## config.mk

```make
export PLATFORM = sky130hd
export DESIGN_NAME = uart_mem_ctrl
export DESIGN_NICKNAME = d
export VERILOG_FILES = /design/src/rtl/uart_mem_ctrl.sv
export SDC_FILE = /design/constraint.sdc
export NUM_CORES = 1
export LEC_CHECK = 0
export CAP_MARGIN = 20
export CORE_MARGIN = 5
export CORE_UTILIZATION = 55
export CTS_CLUSTER_SIZE = 28
export DETAILED_ROUTE_END_ITERATION = 6
export GPL_TIMING_DRIVEN = 0
export PLACE_DENSITY = 0.9
export SLEW_MARGIN = 40
export SYNTH_ARGS = -nofsm -noshare
export SYNTH_HDL_FRONTEND = slang
export SYNTH_SLANG_ARGS = --single-unit
```

## constraint.sdc

```tcl
create_clock -name CLK_UART_i -period 3.3 [get_ports CLK_UART_i]
set_input_delay 0.66 -clock CLK_UART_i [delete_from_list [all_inputs] [get_ports CLK_UART_i]]
set_output_delay 0.66 -clock CLK_UART_i [all_outputs]
set_load 0.01 [all_outputs]
```

## src/rtl/uart_mem_ctrl.sv

```systemverilog
// uart_mem_ctrl: byte-command processor between the UART core and the
// 2^ADDR_W x 16 programming-image memory (synchronous read, 1-cycle latency).
//   'R' addr           -> reply word high byte, then low byte
//   'W' addr hi lo     -> write {hi,lo}, then reply ACK
//   'D'                -> reply every word in address order, high byte first
//   anything else      -> reply NAK and pulse cmd_err_o
// Optional build macro: UART_MEM_CHECKSUM_EN appends a modulo-256 sum byte to
// the dump reply. With the macro undefined no checksum logic exists.
module uart_mem_ctrl #(
  parameter int ADDR_W         = 8,
  parameter int TIMEOUT_CYCLES = 500000
) (
  input  logic              CLK_UART_i,
  input  logic              RST_UART_i,
  input  logic              valid_rx_i,
  input  logic [7:0]        serial_read_i,
  input  logic              busy_tx_i,
  output logic              start_tx_o,
  output logic [7:0]        serial_write_o,
  output logic [ADDR_W-1:0] mem_addr_o,
  output logic [15:0]       mem_wdata_o,
  output logic              mem_we_o,
  input  logic [15:0]       mem_rdata_i,
  output logic              busy_o,
  output logic              cmd_err_o
);

  localparam int               TMO_W    = $clog2(TIMEOUT_CYCLES + 1);
  localparam logic [TMO_W-1:0] TMO_LAST = TMO_W'(TIMEOUT_CYCLES - 1);

  localparam logic [7:0] CMD_RD   = 8'h52;
  localparam logic [7:0] CMD_WR   = 8'h57;
  localparam logic [7:0] CMD_DUMP = 8'h44;
  localparam logic [7:0] BYTE_ACK = 8'h06;
  localparam logic [7:0] BYTE_NAK = 8'h15;

  typedef enum logic [3:0] {
    S_IDLE        = 4'd0,
    S_GET_ADDR    = 4'd1,
    S_GET_HI      = 4'd2,
    S_GET_LO      = 4'd3,
    S_MEM_WR      = 4'd4,
    S_MEM_RD      = 4'd5,
    S_MEM_RD_WAIT = 4'd6,
    S_TX_LOAD     = 4'd7,
    S_TX_START    = 4'd8,
    S_TX_WAIT_HI  = 4'd9,
    S_TX_WAIT_LO  = 4'd10,
    S_DUMP_NEXT   = 4'd11
  } state_t;

  typedef enum logic [1:0] {
    OP_NONE = 2'd0,
    OP_RD   = 2'd1,
    OP_WR   = 2'd2,
    OP_DUMP = 2'd3
  } op_t;

  state_t            state_q, state_d;
  state_t            ret_q, ret_d;         // where the byte-send sequence returns to
  op_t               op_q, op_d;
  logic [ADDR_W-1:0] addr_q, addr_d;
  logic [15:0]       wdata_q, wdata_d;
  logic [15:0]       hold_q, hold_d;       // word read from memory awaiting transmission
  logic              lo_pend_q, lo_pend_d; // low byte of hold_q still to be sent
  logic [7:0]        tx_byte_q, tx_byte_d;
  logic              start_tx_q, start_tx_d;
  logic              we_q, we_d;
  logic              err_q, err_d;
  logic              busy_q, busy_d;
  logic [TMO_W-1:0]  tmo_q, tmo_d;
`ifdef UART_MEM_CHECKSUM_EN
  logic [7:0]        csum_q, csum_d;
`endif

  assign start_tx_o     = start_tx_q;
  assign serial_write_o = tx_byte_q;
  assign mem_addr_o     = addr_q;
  assign mem_wdata_o    = wdata_q;
  assign mem_we_o       = we_q;
  assign busy_o         = busy_q;
  assign cmd_err_o      = err_q;

  // Next-state and registered-output computation for the command FSM.
  always_comb begin
    state_d    = state_q;
    ret_d      = ret_q;
    op_d       = op_q;
    addr_d     = addr_q;
    wdata_d    = wdata_q;
    hold_d     = hold_q;
    lo_pend_d  = lo_pend_q;
    tx_byte_d  = tx_byte_q;
    start_tx_d = 1'b0;
    we_d       = 1'b0;
    err_d      = 1'b0;
    tmo_d      = {TMO_W{1'b0}};
`ifdef UART_MEM_CHECKSUM_EN
    csum_d     = csum_q;
`endif

    case (state_q)
      S_IDLE: begin
        if (valid_rx_i) begin
          if (serial_read_i == CMD_RD) begin
            op_d    = OP_RD;
            state_d = S_GET_ADDR;
          end else if (serial_read_i == CMD_WR) begin
            op_d    = OP_WR;
            state_d = S_GET_ADDR;
          end else if (serial_read_i == CMD_DUMP) begin
            op_d    = OP_DUMP;
            addr_d  = {ADDR_W{1'b0}};
`ifdef UART_MEM_CHECKSUM_EN
            csum_d  = 8'h00;
`endif
            state_d = S_MEM_RD;
          end else begin
            // Unknown command: the NAK byte and the error pulse appear together.
            op_d      = OP_NONE;
            tx_byte_d = BYTE_NAK;
            err_d     = 1'b1;
            lo_pend_d = 1'b0;
            ret_d     = S_IDLE;
            state_d   = S_TX_LOAD;
          end
        end else begin
          state_d = S_IDLE;
        end
      end

      S_GET_ADDR: begin
        if (valid_rx_i) begin
          addr_d  = serial_read_i[ADDR_W-1:0];
          state_d = (op_q == OP_WR) ? S_GET_HI : S_MEM_RD;
        end else if (tmo_q == TMO_LAST) begin
          state_d = S_IDLE;
        end else begin
          tmo_d = tmo_q + TMO_W'(1);
        end
      end

      S_GET_HI: begin
        if (valid_rx_i) begin
          wdata_d[15:8] = serial_read_i;
          state_d       = S_GET_LO;
        end else if (tmo_q == TMO_LAST) begin
          state_d = S_IDLE;
        end else begin
          tmo_d = tmo_q + TMO_W'(1);
        end
      end

      S_GET_LO: begin
        if (valid_rx_i) begin
          wdata_d[7:0] = serial_read_i;
          we_d         = 1'b1;
          state_d      = S_MEM_WR;
        end else if (tmo_q == TMO_LAST) begin
          state_d = S_IDLE;
        end else begin
          tmo_d = tmo_q + TMO_W'(1);
        end
      end

      S_MEM_WR: begin
        // The write strobe is high during this state; the ACK follows it.
        tx_byte_d = BYTE_ACK;
        lo_pend_d = 1'b0;
        ret_d     = S_IDLE;
        state_d   = S_TX_LOAD;
      end

      S_MEM_RD: begin
        state_d = S_MEM_RD_WAIT;
      end

      S_MEM_RD_WAIT: begin
        hold_d    = mem_rdata_i;
        tx_byte_d = mem_rdata_i[15:8];
        lo_pend_d = 1'b1;
        ret_d     = (op_q == OP_DUMP) ? S_DUMP_NEXT : S_IDLE;
`ifdef UART_MEM_CHECKSUM_EN
        if (op_q == OP_DUMP) begin
          csum_d = csum_q + mem_rdata_i[15:8];
        end else begin
          csum_d = csum_q;
        end
`endif
        state_d = S_TX_LOAD;
      end

      S_TX_LOAD: begin
        state_d = S_TX_START;
      end

      S_TX_START: begin
        if (!busy_tx_i) begin
          start_tx_d = 1'b1;
          state_d    = S_TX_WAIT_HI;
        end else begin
          state_d = S_TX_START;
        end
      end

      S_TX_WAIT_HI: begin
        if (busy_tx_i) begin
          state_d = S_TX_WAIT_LO;
        end else begin
          state_d = S_TX_WAIT_HI;
        end
      end

      S_TX_WAIT_LO: begin
        if (busy_tx_i) begin
          state_d = S_TX_WAIT_LO;
        end else if (lo_pend_q) begin
          tx_byte_d = hold_q[7:0];
          lo_pend_d = 1'b0;
`ifdef UART_MEM_CHECKSUM_EN
          if (op_q == OP_DUMP) begin
            csum_d = csum_q + hold_q[7:0];
          end else begin
            csum_d = csum_q;
          end
`endif
          state_d = S_TX_LOAD;
        end else begin
          state_d = ret_q;
        end
      end

      S_DUMP_NEXT: begin
        if (addr_q == {ADDR_W{1'b1}}) begin
`ifdef UART_MEM_CHECKSUM_EN
          tx_byte_d = csum_q;
          lo_pend_d = 1'b0;
          ret_d     = S_IDLE;
          state_d   = S_TX_LOAD;
`else
          state_d = S_IDLE;
`endif
        end else begin
          addr_d  = addr_q + ADDR_W'(1);
          state_d = S_MEM_RD;
        end
      end

      default: begin
        state_d = S_IDLE;
      end
    endcase

    busy_d = (state_d != S_IDLE);
  end

  // State and output registers with synchronous reset.
  always_ff @(posedge CLK_UART_i) begin
    if (RST_UART_i) begin
      state_q    <= S_IDLE;
      ret_q      <= S_IDLE;
      op_q       <= OP_NONE;
      addr_q     <= {ADDR_W{1'b0}};
      wdata_q    <= 16'h0000;
      hold_q     <= 16'h0000;
      lo_pend_q  <= 1'b0;
      tx_byte_q  <= 8'h00;
      start_tx_q <= 1'b0;
      we_q       <= 1'b0;
      err_q      <= 1'b0;
      busy_q     <= 1'b0;
      tmo_q      <= {TMO_W{1'b0}};
`ifdef UART_MEM_CHECKSUM_EN
      csum_q     <= 8'h00;
`endif
    end else begin
      state_q    <= state_d;
      ret_q      <= ret_d;
      op_q       <= op_d;
      addr_q     <= addr_d;
      wdata_q    <= wdata_d;
      hold_q     <= hold_d;
      lo_pend_q  <= lo_pend_d;
      tx_byte_q  <= tx_byte_d;
      start_tx_q <= start_tx_d;
      we_q       <= we_d;
      err_q      <= err_d;
      busy_q     <= busy_d;
      tmo_q      <= tmo_d;
`ifdef UART_MEM_CHECKSUM_EN
      csum_q     <= csum_d;
`endif
    end
  end

endmodule
```

==> results.txt <==
- Total power: 2.91 mW
* Worst slack at placement: 0.223 ns
* Max stage delay on crit path: roughly 0.55 ns
- Post-route ant nets: 0
* Aggregate global-route resource usage: 0.238
- Post-layout net count: about 520
- Clock transition at the registers of the reported paths: roughly 0.07 ns
- At the end of the flow the core is filled with cells to 0.693.
- In this run, synthesis inferred 0 flip-flops with an integrated enable.
* CP Data Required Time: around 3.6 ns
- After synthesis, the netlist uses 63 different library cells.
- During synthesis, Yosys emitted a total of 0 warnings.
- The area growth from synthesis to layout is 24.6%.
- Clock root buffer: clkbuf_8
- Total length of routed wires: between 8000 and 9000 um
* Hold buffer count at CTS: 0
- Power spread over the standard cell area amounts to 669 nW/um^2.
- Final antenna diode count: 0
- Setup repair after global routing left no endpoint under its margin.
* Status: finished clean
* Leading cell type in the layout, fill and taps excluded: dfxtp_1
- Count of H-tree levels built during CTS: 3
* Fill cells: ~530
- Total net switching power: 1.10 mW
- For the worst setup path, the data arrival time is around 3.1 ns.
- Ports placed on the boundary: 64
- Start point of the critical path: serial_read_i[6]
* DRC: 0
- The final count of hold timing violations was 0.
* Setup violation total in the final timing report: 0
* Via count of the first global-routing pass: 3248
* Number of iterations in the first detailed-routing pass: 5
* Initial drt markers: around 210
* Number of vias in the routed layout: approximately 3300
- Internal power: roughly 1.8 mW
* Floorplan Core Area: between 6000 and 7000 um^2
- Cell family contributing the most delay on the critical path: simple AND/OR/NAND/NOR gates
- Headroom to the max-slew limit: 0.462
* Clock buffer depth: 2
- Wire per inst: 15.7 um
- Of all nets on the critical path, the largest fanout is 9.
- The number of antenna violations at the first check in global routing came to 0.
* Flip-flop and latch count after synthesis: between 70 and 80
- For this design, the sink count on the clock tree is 71.
- Synthesis produced a netlist whose cell count is approximately 420.
- Synth top area cells: dfxtp_1, nor2_1, mux2i_1
- The worst register-to-register path begins at state_q[1].
- Worst setup endpoint: ret_q[1]
* Number of nets produced by synthesis: approximately 450
- Number of buffers added by the clock tree synthesis step: 9
* Part of the Yosys area used for sequential elements: 0.407
* Max IR drop VDD: 0.000513 V
- Post-DP HPWL: about 6600 um
- Portion of synthesized cell area occupied by the leading cell type: 0.407
- Classification of the worst setup path: input pin to flip-flop
* Highest-delay cell along the critical path: clkdlybuf4s50_1
- Proportion of power drawn by combinational gates: 0.430
* Worst hold path class: flip-flop to flip-flop
- In the final layout, the share of cells above drive strength 1 is 0.0671.
* Destination of the worst register-to-register timing path: serial_write_o[2]
- Leak Pwr: 1.49 nW
- The synthesized design spends more area on one cell type than any other, namely dfxtp_1.
- Max-cap violations in this run came to 0.
* Total Negative Setup Slacks: 0 ns
* Maximum number of pins on one net before global-route repair: 12
- Worst clock skew on the final layout: roughly 0.011 ns
- Setup ws final: ~0.5 ns
- STA classifies the critical path startpoint as an input pin.
- Worst R2R Path Depth: 6
- The worst register-to-register path has a setup slack of 0.98 ns.
* Sequential Power Share: 0.370
- In this run the post-CTS setup repair buffer count came out at 0.
* Async S/R FF share, synth: 0
- Cell area after synthesis: 3490 um^2
- Counting both buffers and inverters, the worst setup path holds a total of 2.
- Final estimated routing congestion in global placement: approximately 0.95
- Actual slew at the worst max-slew pin: a little under 0.8 ns
- Of the total power, the share spent switching nets is 0.377.
* Effective utilization at floorplan: 0.556
- Averaged over all synthesized cells, the footprint is ~8.4 um^2.
* Width of the die: between 80 and 90 um
* Die area: between 8000 and 9000 um^2
- CTS tree: yes
- Wire length of the first global-routing pass: around 15000 um
* Cell count along the critical path: 7
- Commonest cells after routing, fill and taps aside: dfxtp_1, nor2_1, clkdlybuf4s50_1
- In the finished design, the share of the clock period the worst path needs comes to 0.846.
- Dominant register cell in the synthesized netlist: dfxtp_1
- Count of cells resized by post-cts repair: 0
* Power share of the clock group: 0.200
* Via density: 5.88
* Die extent in y: between 80 and 90 um
- Port buffering added 59 buffers.
* Capturing element type of the critical path: flip-flop
- Row count: 29
* Max-slew violation count: 0
* Max Freq: roughly 360 MHz
* Final period demand of the worst path: 2.79 ns
* Source-to-sink clock delay at the later pin of the worst-skew pair: around 0.35 ns
* Cells traversed along the worst timing path: clkdlybuf4s50_1 > or4b_1 > buf_4 > o31a_1 > nor2_1 > o21ai_0 > a21oi_1
- Global routing finished with a remaining overflow of 0.
synthesized netlist by cell type, types with 3 or more instances:
cell,count
a21oi_1,29
nor4b_1,3
and3_1,4
a211oi_2,4
a22oi_1,4
nand4_1,7
nor3b_1,3
mux2i_1,17
dfxtp_1,71
clkbuf_1,21
nand2_1,39
nor3_1,11
and4_1,3
nand3_1,17
o21ai_0,21
o31a_1,3
nor2_1,60
a21o_1,4
xor2_1,9
a211oi_1,3
o311a_1,4
inv_1,12
xnor2_1,9
nand2b_1,3
or2_2,3
nor2b_1,5
worst register-to-register path: cells and delay by family, from the launching register on:
kind | cells | cell delay (ns)
DFF | 1 | 0.30
AOI/OAI and AO/OA | 3 | 1.07
buffers and inverters | 1 | 0.33
and+or+nand+nor | 2 | 0.54
worst min-delay path by stage:
stage                          from         to  slack (ns)  cells past startpoint
after global placement     tmo_q[0]   tmo_q[0]        0.44                      1
after floorplan            tmo_q[0]   tmo_q[0]        0.43                      1
after global routing      hold_q[3]  hold_q[3]        0.48                      2
after CTS                 hold_q[0]  hold_q[0]        0.46                      2
final                     hold_q[0]  hold_q[0]        0.45                      2
after detailed placement  hold_q[0]  hold_q[0]        0.45                      2
registers in the layout, summed over array words and instances, names as in the netlist, 2 cells and up:
name            flops
state_q             4
hold_q              8
serial_write_o      8
mem_addr_o          8
op_q                2
tmo_q              19
mem_wdata_o        16
area by class of cell:
type	instances	area [um^2]	area share
Sequential cell	71	1420	0.327
Clock buffer	12	135	0.0311
Multi-Input combinational cell	307	1920	0.441
Buffer	27	119	0.0273
Timing Repair Buffer	59	591	0.136
Clock inverter	4	22.5	0.00518
Tap cell	77	96.3	0.0222
Inverter	12	45.0	0.0104
metrics by stage:
stage          instance area [um^2]  cells  hold WS [ns]
3_3_place_gp                   4180    553         0.438
4_1_cts                        4340    569         0.457
6_report                       4350    569         0.454
5_1_grt                        4350    569         0.482
3_5_place_dp                   4180    553         0.447
2_1_floorplan                  3490    417         0.425
cell families (layout without fill, tap and decap cells):
group / count (synthesis) / in the layout / synth area share
simple gates: 172 / 172 / 0.241
compound gates: 98 / 98 / 0.203
flops: 71 / 71 / 0.407
buf+inv: 39 / 114 / 0.0470
xor+xnor: 18 / 18 / 0.0452
mux: 17 / 17 / 0.0488
fa+ha+maj: 2 / 2 / 0.00717
power by group through the flow:
stage	registers, mW	logic, mW	clock network [mW]
2_1_floorplan	1.12	0.779	0
3_3_place_gp	1.09	1.20	0
3_5_place_dp	1.09	1.24	0
4_1_cts	1.07	1.24	0.592
5_1_grt	1.10	1.37	0.630
6_report	1.08	1.25	0.582
per-layer routing:
metal	track usage	wire length, um	vias up	part of all wire
li1	-	-	1629	-
met1	0.303	3750	1551	0.42
met2	0.386	4320	151	0.48
met3	0.0502	689	17	0.077
met4	0.106	161	0	0.018
met5	0	0	-	0
Power figures use the tool's default switching activity.
